==> src/rtl/cdec8_seq_pkg.sv <==
// Shared encodings for the CDEC8 control sequencer: state codes, opcodes, datapath
// control-word fields and the register-field mapping.
package cdec8_seq_pkg;

  typedef enum logic [7:0] {
    StF0   = 8'h00,
    StF1   = 8'h01,
    StF2   = 8'h02,
    StF3   = 8'h03,
    StDec  = 8'h04,
    StO0   = 8'h05,
    StO1   = 8'h06,
    StO2   = 8'h07,
    StE0   = 8'h08,
    StE1   = 8'h09,
    StE2   = 8'h0A,
    StHalt = 8'h0F
  } state_e;

  localparam logic [3:0] OpNop  = 4'h0;
  localparam logic [3:0] OpHalt = 4'h1;
  localparam logic [3:0] OpMov  = 4'h2;
  localparam logic [3:0] OpLdi  = 4'h3;
  localparam logic [3:0] OpLd   = 4'h4;
  localparam logic [3:0] OpSt   = 4'h5;
  localparam logic [3:0] OpAdd  = 4'h6;
  localparam logic [3:0] OpSub  = 4'h7;
  localparam logic [3:0] OpAnd  = 4'h8;
  localparam logic [3:0] OpOr   = 4'h9;
  localparam logic [3:0] OpXor  = 4'hA;
  localparam logic [3:0] OpInc  = 4'hB;
  localparam logic [3:0] OpDec  = 4'hC;
  localparam logic [3:0] OpJmp  = 4'hD;
  localparam logic [3:0] OpJcc  = 4'hE;

  localparam logic [1:0] CondZ  = 2'b00;
  localparam logic [1:0] CondCy = 2'b01;
  localparam logic [1:0] CondS  = 2'b10;
  localparam logic [1:0] CondNz = 2'b11;

  localparam logic [2:0] SrcPc  = 3'b000;
  localparam logic [2:0] SrcR   = 3'b100;
  localparam logic [2:0] SrcRdr = 3'b101;

  localparam logic [2:0] DstPc  = 3'b000;
  localparam logic [2:0] DstMar = 3'b100;
  localparam logic [2:0] DstWdr = 3'b101;
  localparam logic [2:0] DstT   = 3'b110;
  localparam logic [2:0] DstI   = 3'b111;

  localparam logic [1:0] MmIdle  = 2'b00;
  localparam logic [1:0] MmRead  = 2'b10;
  localparam logic [1:0] MmWrite = 2'b01;

  localparam logic [4:0] AluThrx = 5'h00;
  localparam logic [4:0] AluInc  = 5'h06;

  localparam logic [1:0] RegNone = 2'b11;

  typedef struct packed {
    logic [1:0] mmrw;
    logic       fwr;
    logic       rwr;
    logic [2:0] xdst;
    logic [4:0] aluop;
    logic [2:0] xsrc;
  } ctrl_t;

  // T is only live right after it is written, so parking xdst on T is harmless.
  localparam ctrl_t CtrlIdle = '{mmrw: MmIdle, fwr: 1'b0, rwr: 1'b0, xdst: DstT,
                                 aluop: AluThrx, xsrc: SrcR};

  // r field 00/01/10 selects A/B/C, whose bus codes are 001/010/011.
  function automatic logic [2:0] reg_code(input logic [1:0] r);
    return {1'b0, r} + 3'd1;
  endfunction

endpackage

==> src/rtl/cdec8_seq_decode.sv <==
// Combinational decoder: current state, instruction and flags to control word and
// next state.
module cdec8_seq_decode
  import cdec8_seq_pkg::*;
(
  input  state_e      state,
  input  logic [7:0]  I,
  input  logic [2:0]  SZCy,
  input  logic        run,
  output ctrl_t       ctrl,
  output state_e      next_state
);

  logic [3:0] opcode;
  logic [2:0] rd_code, rs_code;
  logic [3:0] op_rel;
  logic [4:0] alu_op;
  logic       nop_r, cond_ok, need_operand;

  assign opcode  = I[7:4];
  assign rd_code = reg_code(I[3:2]);
  assign rs_code = reg_code(I[1:0]);
  // ALU opcodes 6..C map onto ALU codes 1..7 in order.
  assign op_rel  = opcode - 4'd5;
  assign alu_op  = {1'b0, op_rel};

  assign need_operand = (opcode == OpLdi) || (opcode == OpLd) || (opcode == OpSt) ||
                        (opcode == OpJmp) || (opcode == OpJcc);

  always_comb begin
    nop_r = 1'b0;
    case (opcode)
      OpMov, OpAdd, OpSub, OpAnd, OpOr, OpXor:
        nop_r = (I[3:2] == RegNone) || (I[1:0] == RegNone);
      OpLdi, OpLd, OpInc, OpDec: nop_r = (I[3:2] == RegNone);
      OpSt:                      nop_r = (I[1:0] == RegNone);
      default:                   nop_r = 1'b0;
    endcase
  end

  always_comb begin
    cond_ok = 1'b0;
    unique case (I[1:0])
      CondZ:   cond_ok = SZCy[1];
      CondCy:  cond_ok = SZCy[0];
      CondS:   cond_ok = SZCy[2];
      CondNz:  cond_ok = !SZCy[1];
      default: cond_ok = 1'b0;
    endcase
  end

  always_comb begin
    ctrl       = CtrlIdle;
    next_state = StF0;
    unique case (state)
      StF0: begin
        if (run) begin
          ctrl.xdst  = DstMar;
          ctrl.xsrc  = SrcPc;
          next_state = StF1;
        end
      end
      StF1, StO1: begin
        ctrl.mmrw  = MmRead;
        ctrl.xsrc  = SrcPc;
        ctrl.aluop = AluInc;
        ctrl.rwr   = 1'b1;
        next_state = (state == StF1) ? StF2 : StO2;
      end
      StF2, StO2: begin
        ctrl.xdst  = DstPc;
        ctrl.xsrc  = SrcR;
        next_state = (state == StF2) ? StF3 : StE0;
      end
      StF3: begin
        ctrl.xdst  = DstI;
        ctrl.xsrc  = SrcRdr;
        next_state = StDec;
      end
      StDec: begin
        if (nop_r || opcode == OpNop || opcode == 4'hF) next_state = StF0;
        else if (opcode == OpHalt)                      next_state = StHalt;
        else if (need_operand)                          next_state = StO0;
        else                                            next_state = StE0;
      end
      StO0: begin
        ctrl.xdst  = DstMar;
        ctrl.xsrc  = SrcPc;
        next_state = StO1;
      end
      StE0: begin
        case (opcode)
          OpMov: begin
            ctrl.xdst = rd_code;
            ctrl.xsrc = rs_code;
          end
          OpLdi: begin
            ctrl.xdst = rd_code;
            ctrl.xsrc = SrcRdr;
          end
          OpLd, OpSt: begin
            ctrl.xdst  = DstMar;
            ctrl.xsrc  = SrcRdr;
            next_state = StE1;
          end
          OpAdd, OpSub, OpAnd, OpOr, OpXor: begin
            ctrl.xdst  = DstT;
            ctrl.xsrc  = rs_code;
            next_state = StE1;
          end
          OpInc, OpDec: begin
            ctrl.xsrc  = rd_code;
            ctrl.aluop = alu_op;
            ctrl.rwr   = 1'b1;
            ctrl.fwr   = 1'b1;
            next_state = StE1;
          end
          OpJmp: begin
            ctrl.xdst = DstPc;
            ctrl.xsrc = SrcRdr;
          end
          OpJcc: begin
            if (cond_ok) begin
              ctrl.xdst = DstPc;
              ctrl.xsrc = SrcRdr;
            end
          end
          default: ;
        endcase
      end
      StE1: begin
        case (opcode)
          OpLd: begin
            ctrl.mmrw  = MmRead;
            next_state = StE2;
          end
          OpSt: begin
            ctrl.xdst  = DstWdr;
            ctrl.xsrc  = rs_code;
            next_state = StE2;
          end
          OpAdd, OpSub, OpAnd, OpOr, OpXor: begin
            ctrl.xsrc  = rd_code;
            ctrl.aluop = alu_op;
            ctrl.rwr   = 1'b1;
            ctrl.fwr   = 1'b1;
            next_state = StE2;
          end
          OpInc, OpDec: begin
            ctrl.xdst = rd_code;
            ctrl.xsrc = SrcR;
          end
          default: ;
        endcase
      end
      StE2: begin
        case (opcode)
          OpLd: begin
            ctrl.xdst = rd_code;
            ctrl.xsrc = SrcRdr;
          end
          OpSt: ctrl.mmrw = MmWrite;
          OpAdd, OpSub, OpAnd, OpOr, OpXor: begin
            ctrl.xdst = rd_code;
            ctrl.xsrc = SrcR;
          end
          default: ;
        endcase
      end
      StHalt:  next_state = StHalt;
      default: next_state = StF0;
    endcase
  end

endmodule

==> src/rtl/cdec8_seq.sv <==
// CDEC8 control sequencer top: state register with synchronous reset; outputs are
// forced to the idle word while reset is held so no memory write can escape.
module cdec8_seq
  import cdec8_seq_pkg::*;
(
  input  logic        clock,
  input  logic        reset_N,
  input  logic [7:0]  I,
  input  logic [2:0]  SZCy,
  input  logic        run,
  output logic [14:0] ctrl,
  output logic [7:0]  state,
  output logic        halt
);

  state_e state_q, state_d;
  ctrl_t  dec_ctrl;

  cdec8_seq_decode u_decode (
    .state      (state_q),
    .I          (I),
    .SZCy       (SZCy),
    .run        (run),
    .ctrl       (dec_ctrl),
    .next_state (state_d)
  );

  always_ff @(posedge clock) begin
    if (!reset_N) state_q <= StF0;
    else          state_q <= state_d;
  end

  assign ctrl  = reset_N ? dec_ctrl : CtrlIdle;
  assign state = reset_N ? state_q : StF0;
  assign halt  = reset_N && (state_q == StHalt);

endmodule
==> config.mk <==
export PLATFORM = sky130hd
export DESIGN_NAME = cdec8_seq
export DESIGN_NICKNAME = d
export VERILOG_FILES = /design/src/rtl/cdec8_seq_pkg.sv /design/src/rtl/cdec8_seq_decode.sv /design/src/rtl/cdec8_seq.sv
export SDC_FILE = /design/constraint.sdc
export NUM_CORES = 1
export LEC_CHECK = 0
export CAP_MARGIN = 30
export CORE_MARGIN = 5
export CORE_UTILIZATION = 30
export CTS_CLUSTER_DIAMETER = 80
export CTS_CLUSTER_SIZE = 14
export DETAILED_ROUTE_END_ITERATION = 10
export SETUP_SLACK_MARGIN = 0.15
export SYNTH_ARGS = -nofsm -noshare
export SYNTH_HDL_FRONTEND = slang
export SYNTH_SLANG_ARGS = --single-unit
==> constraint.sdc <==
create_clock -name clock -period 5.3 [get_ports clock]
set_clock_uncertainty 0.2 [all_clocks]
set_input_delay 1.325 -clock clock [delete_from_list [all_inputs] [get_ports clock]]
set_output_delay 1.325 -clock clock [all_outputs]
set_load 0.05 [all_outputs]
==> results.yml, run 1 <==
setup_path:
  cpMostUsedCell: "o2111ai_1"
  slowest_delay_ns: 0.58
  cp_max_fo: 11
  startpoint_type: "input port"
  end_kind: "output port"
  worstPathRequired_ns: 3.77
  worstReg2RegEnd: "state_q[1]"
  worstPathArrival_ns: 3.54
  r2r_slack_ns: 3.22
  cp_slowest_cell: "clkdlybuf4s50_1"
  critPathKind: "in2out"
  worstPathCellList: "clkdlybuf4s50_1 -> inv_2 -> ha_4 -> nor2_1 -> nand3_1 -> o2111ai_1 -> o2111ai_1 -> or3_1 -> buf_4"
  r2r_cells: 4
  r2r-start: "state_q[1]"
layout:
  area.growth.synth_to_final_pct: 36.32
  n_fill_cell: 482
  fin_area_um2: 1944
  insertedDiodeCount: 0
  mostFrequentLayoutCell: "nor2_1"
  most-common-layout-cells: "nor2_1 (25), buf_4 (18), clkdlybuf4s50_1 (16)"
  drive_gt1_share_pct: 20.33
  num-nets-final: 271
  top_regs: "state_q x4"
  largest_register_ffs: 4
  regMostFlops: "state_q"
route:
  drt_iter0_markers: 195
  routed_wl_mm: 4.605
  vias: 1702
  firstDrtPassIters: 4
  vias_per_cell: 5.673
  post_drt_wl_per_cell_um: 15.35
  antenna_left: 0
  drcViolationCount: 0
yosys:
  ys_types: 60
  yosys.area_share.simple_pct: 37.19
  syn_inst: 216
  ys.flop_type: "dfxtp_1"
  syn_area_um2: 1426
  yosys_register_bits: 4
  synth_area_leaders: "ha_1 (7.9%), nor2_1 (6.6%), dfxtp_1 (5.6%), nand2b_1 (4.8%), buf_4 (4.7%)"
  syn_avg_cell_area_um2: 6.604
  synth_compound_area_share_pct: 34.47
  synth.area.mux_share_pct: 0
  yosys.area_share.adder_pct: 7.895
  synth_top_area_share_pct: 7.895
  seq_area_frac_synth_pct: 5.614
  synth-xor-area-share_pct: 1.842
  synth_edf_count: 0
  yosysTopAreaCell: "ha_1"
  yosys_warnings: 0
  synth_top_family_by_area: "simple AND/OR/NAND/NOR gates"
  synthArstFlopShare_pct: 0
min_path:
  min_path_type: "reg2reg"
  hold_end: "state_q[0]"
  worstHoldStart: "state_q[3]"
  min_path_cells: 2
sta:
  fin_tns_setup_ns: 0
  hold_viol_final: 0
  fin_crit_sh_pct: 95.62
  rsz0062_at_grt: "no"
  drv_slew: 0
  tightest_slew_ns: 0.6613
  min_period_ns: 5.068
  setup_violations: 0
  slew-limit-headroom_pct: 55.85
  fmax_ghz: 0.1973
clock_tree:
  clkTransAtPathRegs_ns: 0.03
  cts_inserted_buffers: 3
  clockBufferDepth: 2
  cts_tree: "built"
  post-cts-setup-buffer-count: 0
  clkSinkCount: 4
  worstSkewPairLatency_ns: 0.21
  htree_num_levels: 1
  cts_root_buffer: "clkbuf_8"
outcome:
  status: "completed"
placement:
  io_buffers: 32
  post-dp-hpwl_mm: 3.577
  placed_area_um2: 1844
  gp_congestion: 0.8642
power:
  vdd_drop_max_uv: 91.70
  p_per_area_nw_per_um2: 140.3
  p_leak_nw: 0.7082
  power.total_w: 0.0002728
die:
  die_area_um2: 6234
  die_w_um: 78.96
  initial_core_util_pct: 30.60
  fp-row-count: 25
  die_h_um: 78.96
  core_um2: 4661
  io_pins: 38
flow_run:
  drv_cap: 0
global_route:
  grt_pass1_wl_mm: 7.728
  antenna_found_initial: 0
  grt.overflow.total: 0
  grtUsageTotal_pct: 14.72
  grt_pass1_vias: 1620
  grt_max_degree: 22
## through the flow
step | instances | util (%) | hold WS (ns) | setup WS (ns)
global placement | 297 | 39.57 | 0.6101 | 0.06018
finish | 300 | 41.72 | 0.6356 | 0.2324
CTS | 300 | 40.62 | 0.6388 | 0.2058
floorplan | 220 | - | 0.5468 | 0.3948
detailed placement | 297 | 39.57 | 0.6195 | 0.08512
global route | 300 | 41.72 | 0.7102 | 0.1319
## layer usage
metal  routed length (um)  GRT usage, %  vias to the layer above
li1                     -             -                      843
met1                 2175         21.90                      783
met2                 2087         22.92                       72
met3                  283         1.701                        4
met4                   59         2.577                        0
met5                    0             0                        -
## critical path: cells and delay by family
| kind | cells | cell delay (ns) |
|---|---|---|
| AND/OR/NAND/NOR | 3 | 0.83 |
| adder cells (fa/ha/maj) | 1 | 0.21 |
| buffers and inverters | 3 | 0.89 |
| AO/OA/AOI/OAI | 2 | 0.27 |
## report_power, final
part           internal [W]  switching (W)
Sequential        0.0000326      0.0000115
Combinational     0.0000647       0.000100
Clock             0.0000484      0.0000154
Total              0.000146       0.000127
## cell usage after synthesis (4+ instances only)
cell	number
a22oi_1	4
buf_4	9
nand2_1	15
a21oi_1	12
nand3_1	9
ha_1	9
dfxtp_1	4
buf_2	10
o21ai_0	10
nor2b_1	4
nor3_1	8
o22ai_1	5
o21ai_1	4
a31oi_1	4
inv_1	9
nor2_1	25
nand2b_1	11
## how the worst max path moves through the flow
| stage | startpoint | end | slack [ns] |
|---|---|---|---|
| 5_1_grt | I[5] | ctrl[10] | 0.13 |
| 6_report | I[5] | ctrl[2] | 0.23 |
| 3_5_place_dp | I[4] | ctrl[0] | 0.09 |
| 3_3_place_gp | I[4] | ctrl[10] | 0.06 |
| 4_1_cts | I[4] | ctrl[0] | 0.21 |
| 2_1_floorplan | I[5] | ctrl[13] | 0.39 |
## layout make-up
| type | count | area [um^2] | area share [%] |
|---|---|---|---|
| multi-input combinational | 184 | 1234 | 63.45 |
| tap | 54 | 67.56 | 3.475 |
| timing repair buffer | 44 | 480.5 | 24.71 |
| clock buffer | 3 | 41.29 | 2.124 |
| sequential | 4 | 80.08 | 4.118 |
| inverter | 11 | 41.29 | 2.124 |
## cell families (layout without fill, tap and decap cells)
kind of cell / after synthesis / count (layout)
xor gates and xnor gates: 3 / 3
other: 1 / 5
adders and majority gates: 9 / 9
AOI/OAI and AO/OA: 70 / 70
DFF: 4 / 4
and+or+nand+nor: 97 / 97
buffers and inverters: 32 / 58
## timing repair
item                       4_1_cts  5_1_grt
hold buffers                     0        0
setup endpoints to repair        2        3
pin swaps                        0        0
gates resized for setup          3       10
No activity file was read; power rests on OpenSTA's default activity.
==> run 2, diff against run 1 <==
--- a/config.mk
+++ b/config.mk
@@ -9,9 +9,11 @@
 export CORE_MARGIN = 5
 export CORE_UTILIZATION = 30
 export CTS_CLUSTER_DIAMETER = 80
-export CTS_CLUSTER_SIZE = 14
+export CTS_CLUSTER_SIZE = 20
 export DETAILED_ROUTE_END_ITERATION = 10
 export SETUP_SLACK_MARGIN = 0.15
+export SLEW_MARGIN = 20
 export SYNTH_ARGS = -nofsm -noshare
 export SYNTH_HDL_FRONTEND = slang
+export SYNTH_HIERARCHICAL = 1
 export SYNTH_SLANG_ARGS = --single-unit
==> run 2 against run 1 <==
  * Utilization increased by 2.1 points
  * Critical endpoint unchanged
  * Highest routed layer unchanged
  * Global-route usage decreased by 0.82 points
  * First-iteration DRC count decreased by 21%
  * Sequential share of layout area increased by 3.0 points
  * Non-clock buffer count increased by 11
  * Routed wire length increased by 5.2%
  * Largest power group unchanged
==> results.yml, run 2 <==
yosys:
  synth_common_cells: "and2_1 (28), nand2_1 (18), nor2_1 (17), a21oi_1 (14), o21ai_0 (13)"
  syn_inst: 237
  yosysTopAreaCell: "and2_1"
  ys_types: 59
  synthArstFlopShare_pct: 0
  ys.flop_type: "dfxtp_1"
  synth_top_family_by_area: "simple AND/OR/NAND/NOR gates"
  yosys.area_share.adder_pct: 7.825
  seq_area_frac_synth_pct: 10.02
  synth_edf_count: 0
  yosys_warnings: 6
  yosys.area_share.simple_pct: 42.72
  syn_avg_cell_area_um2: 6.747
  synth_top_area_share_pct: 10.95
  yosys_register_bits: 8
  synth-xor-area-share_pct: 2.191
  synth_area_leaders: "and2_1 (11%), dfxtp_1 (10%), ha_1 (7.8%), a21oi_1 (4.4%), nand2b_1 (4.3%)"
  yosysMostFrequentCell: "and2_1"
  syn_area_um2: 1599
  synth_compound_area_share_pct: 24.26
  synth.area.mux_share_pct: 2.660
layout:
  area.growth.synth_to_final_pct: 40.77
  n_fill_cell: 547
  largest_register_ffs: 8
  drive_gt1_share_pct: 17.82
  final_cells: 345
  insertedDiodeCount: 0
  mostFrequentLayoutCell: "and2_1"
  most-common-layout-cells: "and2_1 (28), buf_4 (21), nand2_1 (18), clkdlybuf4s50_1 (18), nor2_1 (17)"
  regMostFlops: "state_q"
  num-nets-final: 301
  final_util_pct: 43.79
  top_regs: "state_q x8"
setup_path:
  r2r-start: "state_q[2]"
  crit_family: "buffers and inverters"
  cp_max_fo: 5
  worstPathCellList: "clkdlybuf4s50_1 -> nor2b_1 -> a222oi_1 -> buf_4 -> mux2i_1 -> a21oi_1 -> or3_1 -> nand2b_4 -> buf_8"
  startpoint_type: "input port"
  r2r_slack_ns: 2.87
  critPathKind: "in2out"
  slowest_delay_ns: 0.48
  crit_buf_inv: 3
  worstReg2RegEnd: "state_q[2]"
  worstPathRequired_ns: 3.77
  worstPathArrival_ns: 3.46
  cp_slowest_cell: "clkdlybuf4s50_1"
  r2r_cells: 6
  end_kind: "output port"
global_route:
  grt_pass1_wl_mm: 8.376
  antenna_found_initial: 0
  grt_util_met3_pct: 2.673
  grt_use_met2_pct: 22.74
  grt_pass1_vias: 1720
  grtUsageTotal_pct: 13.90
  use_met1_pct: 19.34
  grt.overflow.total: 0
  grt_max_degree: 27
  top_usage_layer: "met2"
power:
  power.total_w: 0.0002513
  internal_power_w: 0.0001644
  p_sw_share_pct: 34.59
  p_per_area_nw_per_um2: 111.7
  combPwrFrac_pct: 45.6
  vdd_drop_max_uv: 65.97
  pwr-share-clk_pct: 27.6
  pwr-share-seq_pct: 26.8
  p_leak_nw: 0.9255
  switchingPower_w: 0.00008694
placement:
  dp_slack_ns: 0.01768
  post-dp-hpwl_mm: 3.699
  dp.cells: 342
  gp_congestion: 0.9226
  io_buffers: 36
clock_tree:
  clkTransAtPathRegs_ns: 0.04
  cts_root_buffer: "clkbuf_8"
  htree_num_levels: 1
  cts_inserted_buffers: 3
  worstSkewPairLatency_ns: 0.22
  cts_tree: "built"
  clkSinkCount: 8
  post-cts-setup-buffer-count: 0
  clockBufferDepth: 2
sta:
  rsz0062_at_grt: "no"
  fmax_ghz: 0.2005
  hold_viol_final: 0
  tightest_slew_ns: 0.8255
  fin_tns_setup_ns: 0
  slew-limit-headroom_pct: 44.89
  fin_ws_ns: 0.3124
  drv_slew: 0
  min_period_ns: 4.988
  fin_crit_sh_pct: 94.11
  setup_violations: 0
route:
  post_drt_wl_per_cell_um: 14.04
  vias: 1793
  antenna_left: 0
  routed_wl_mm: 4.843
  firstDrtPassIters: 4
  vias_per_cell: 5.197
  drcViolationCount: 0
  drt_iter0_markers: 155
min_path:
  worstHoldStart: "state_q[6]"
  hold_end: "state_q[2]"
  min_path_cells: 4
  min_path_type: "reg2reg"
outcome:
  status: "completed"
die:
  io_pins: 38
  initial_core_util_pct: 31.11
  die_h_um: 83.01
  fp-row-count: 26
  die_area_um2: 6890
  die_w_um: 83.01
  core_um2: 5140
flow_run:
  drv_cap: 0
==> run 2: changes by cell type after synthesis, moves of 4 or more <==
cell | previous run | this run
nor2_1 | 25 | 17
dfxtp_1 | 4 | 8
nor3b_1 | 1 | 5
nand3_1 | 9 | 5
a22oi_1 | 4 | 0
buf_2 | 10 | 3
and2_1 | 2 | 28
clkbuf_1 | 0 | 11
==> run 2: kinds of logic after synthesis <==
| kind of cell | after synthesis |
|---|---|
| fa+ha+maj | 10 |
| simple gates | 120 |
| other cells | 1 |
| xor+xnor | 4 |
| flops | 8 |
| mux | 4 |
| compound gates | 58 |
| buf+inv | 32 |
==> run 2: worst max path at each step <==
stage,start,slack (ns),to,cells after the start
after floorplan,I[4],0.36,ctrl[2],9
after global placement,I[4],0.005,ctrl[2],11
after detailed placement,I[4],0.02,ctrl[2],11
after CTS,I[6],0.19,ctrl[4],9
after global routing,I[7],0.16,ctrl[2],9
final,I[7],0.31,ctrl[2],9
==> run 2: metrics by stage <==
step / hold WS (ns) / area [um^2]
CTS: 0.7537 / 2242
global route: 0.7944 / 2251
floorplan: 0.6467 / 1614
detailed placement: 0.7464 / 2186
finish: 0.7616 / 2251
global placement: 0.7330 / 2186
==> run 2: per-layer routing <==
layer	share of wire (%)	up-vias
li1	-	903
met1	46	831
met2	47	55
met3	6.4	4
met4	0.70	0
met5	0	-
==> run 2: timing repair <==
action                                  4_1_cts  5_1_grt
hold buffers                                  0        0
endpoints found under the setup margin        8        9
gates resized for setup                       6        3
pin swaps                                     3        1
==> run 2: power groups by stage <==
| stage | clock (W) | sequential, W | combinational (W) |
|---|---|---|---|
| 2_1_floorplan | 0 | 0.0000655 | 0.0000728 |
| 3_3_place_gp | 0 | 0.0000682 | 0.000112 |
| 3_5_place_dp | 0 | 0.0000683 | 0.000112 |
| 4_1_cts | 0.0000721 | 0.0000674 | 0.000113 |
| 5_1_grt | 0.0000756 | 0.0000680 | 0.000125 |
| 6_report | 0.0000693 | 0.0000675 | 0.000115 |
==> run 2: worst min-delay path: cells and delay by family, from the launching register on <==
kind / cells / cell delay (ns)
buffers and inverters: 1 / 0.19
AOI/OAI and AO/OA: 1 / 0.17
DFF: 1 / 0.32
and+or+nand+nor: 2 / 0.24
==> run 2: area by class of cell <==
type / count / area (um^2) / area share, %
clock buffers: 3 / 41.29 / 1.834
multi-input cells: 201 / 1308 / 58.09
flip-flops and latches: 8 / 160.2 / 7.115
repair buffers: 55 / 624.3 / 27.74
inverters: 8 / 30.03 / 1.334
well taps: 70 / 87.58 / 3.891
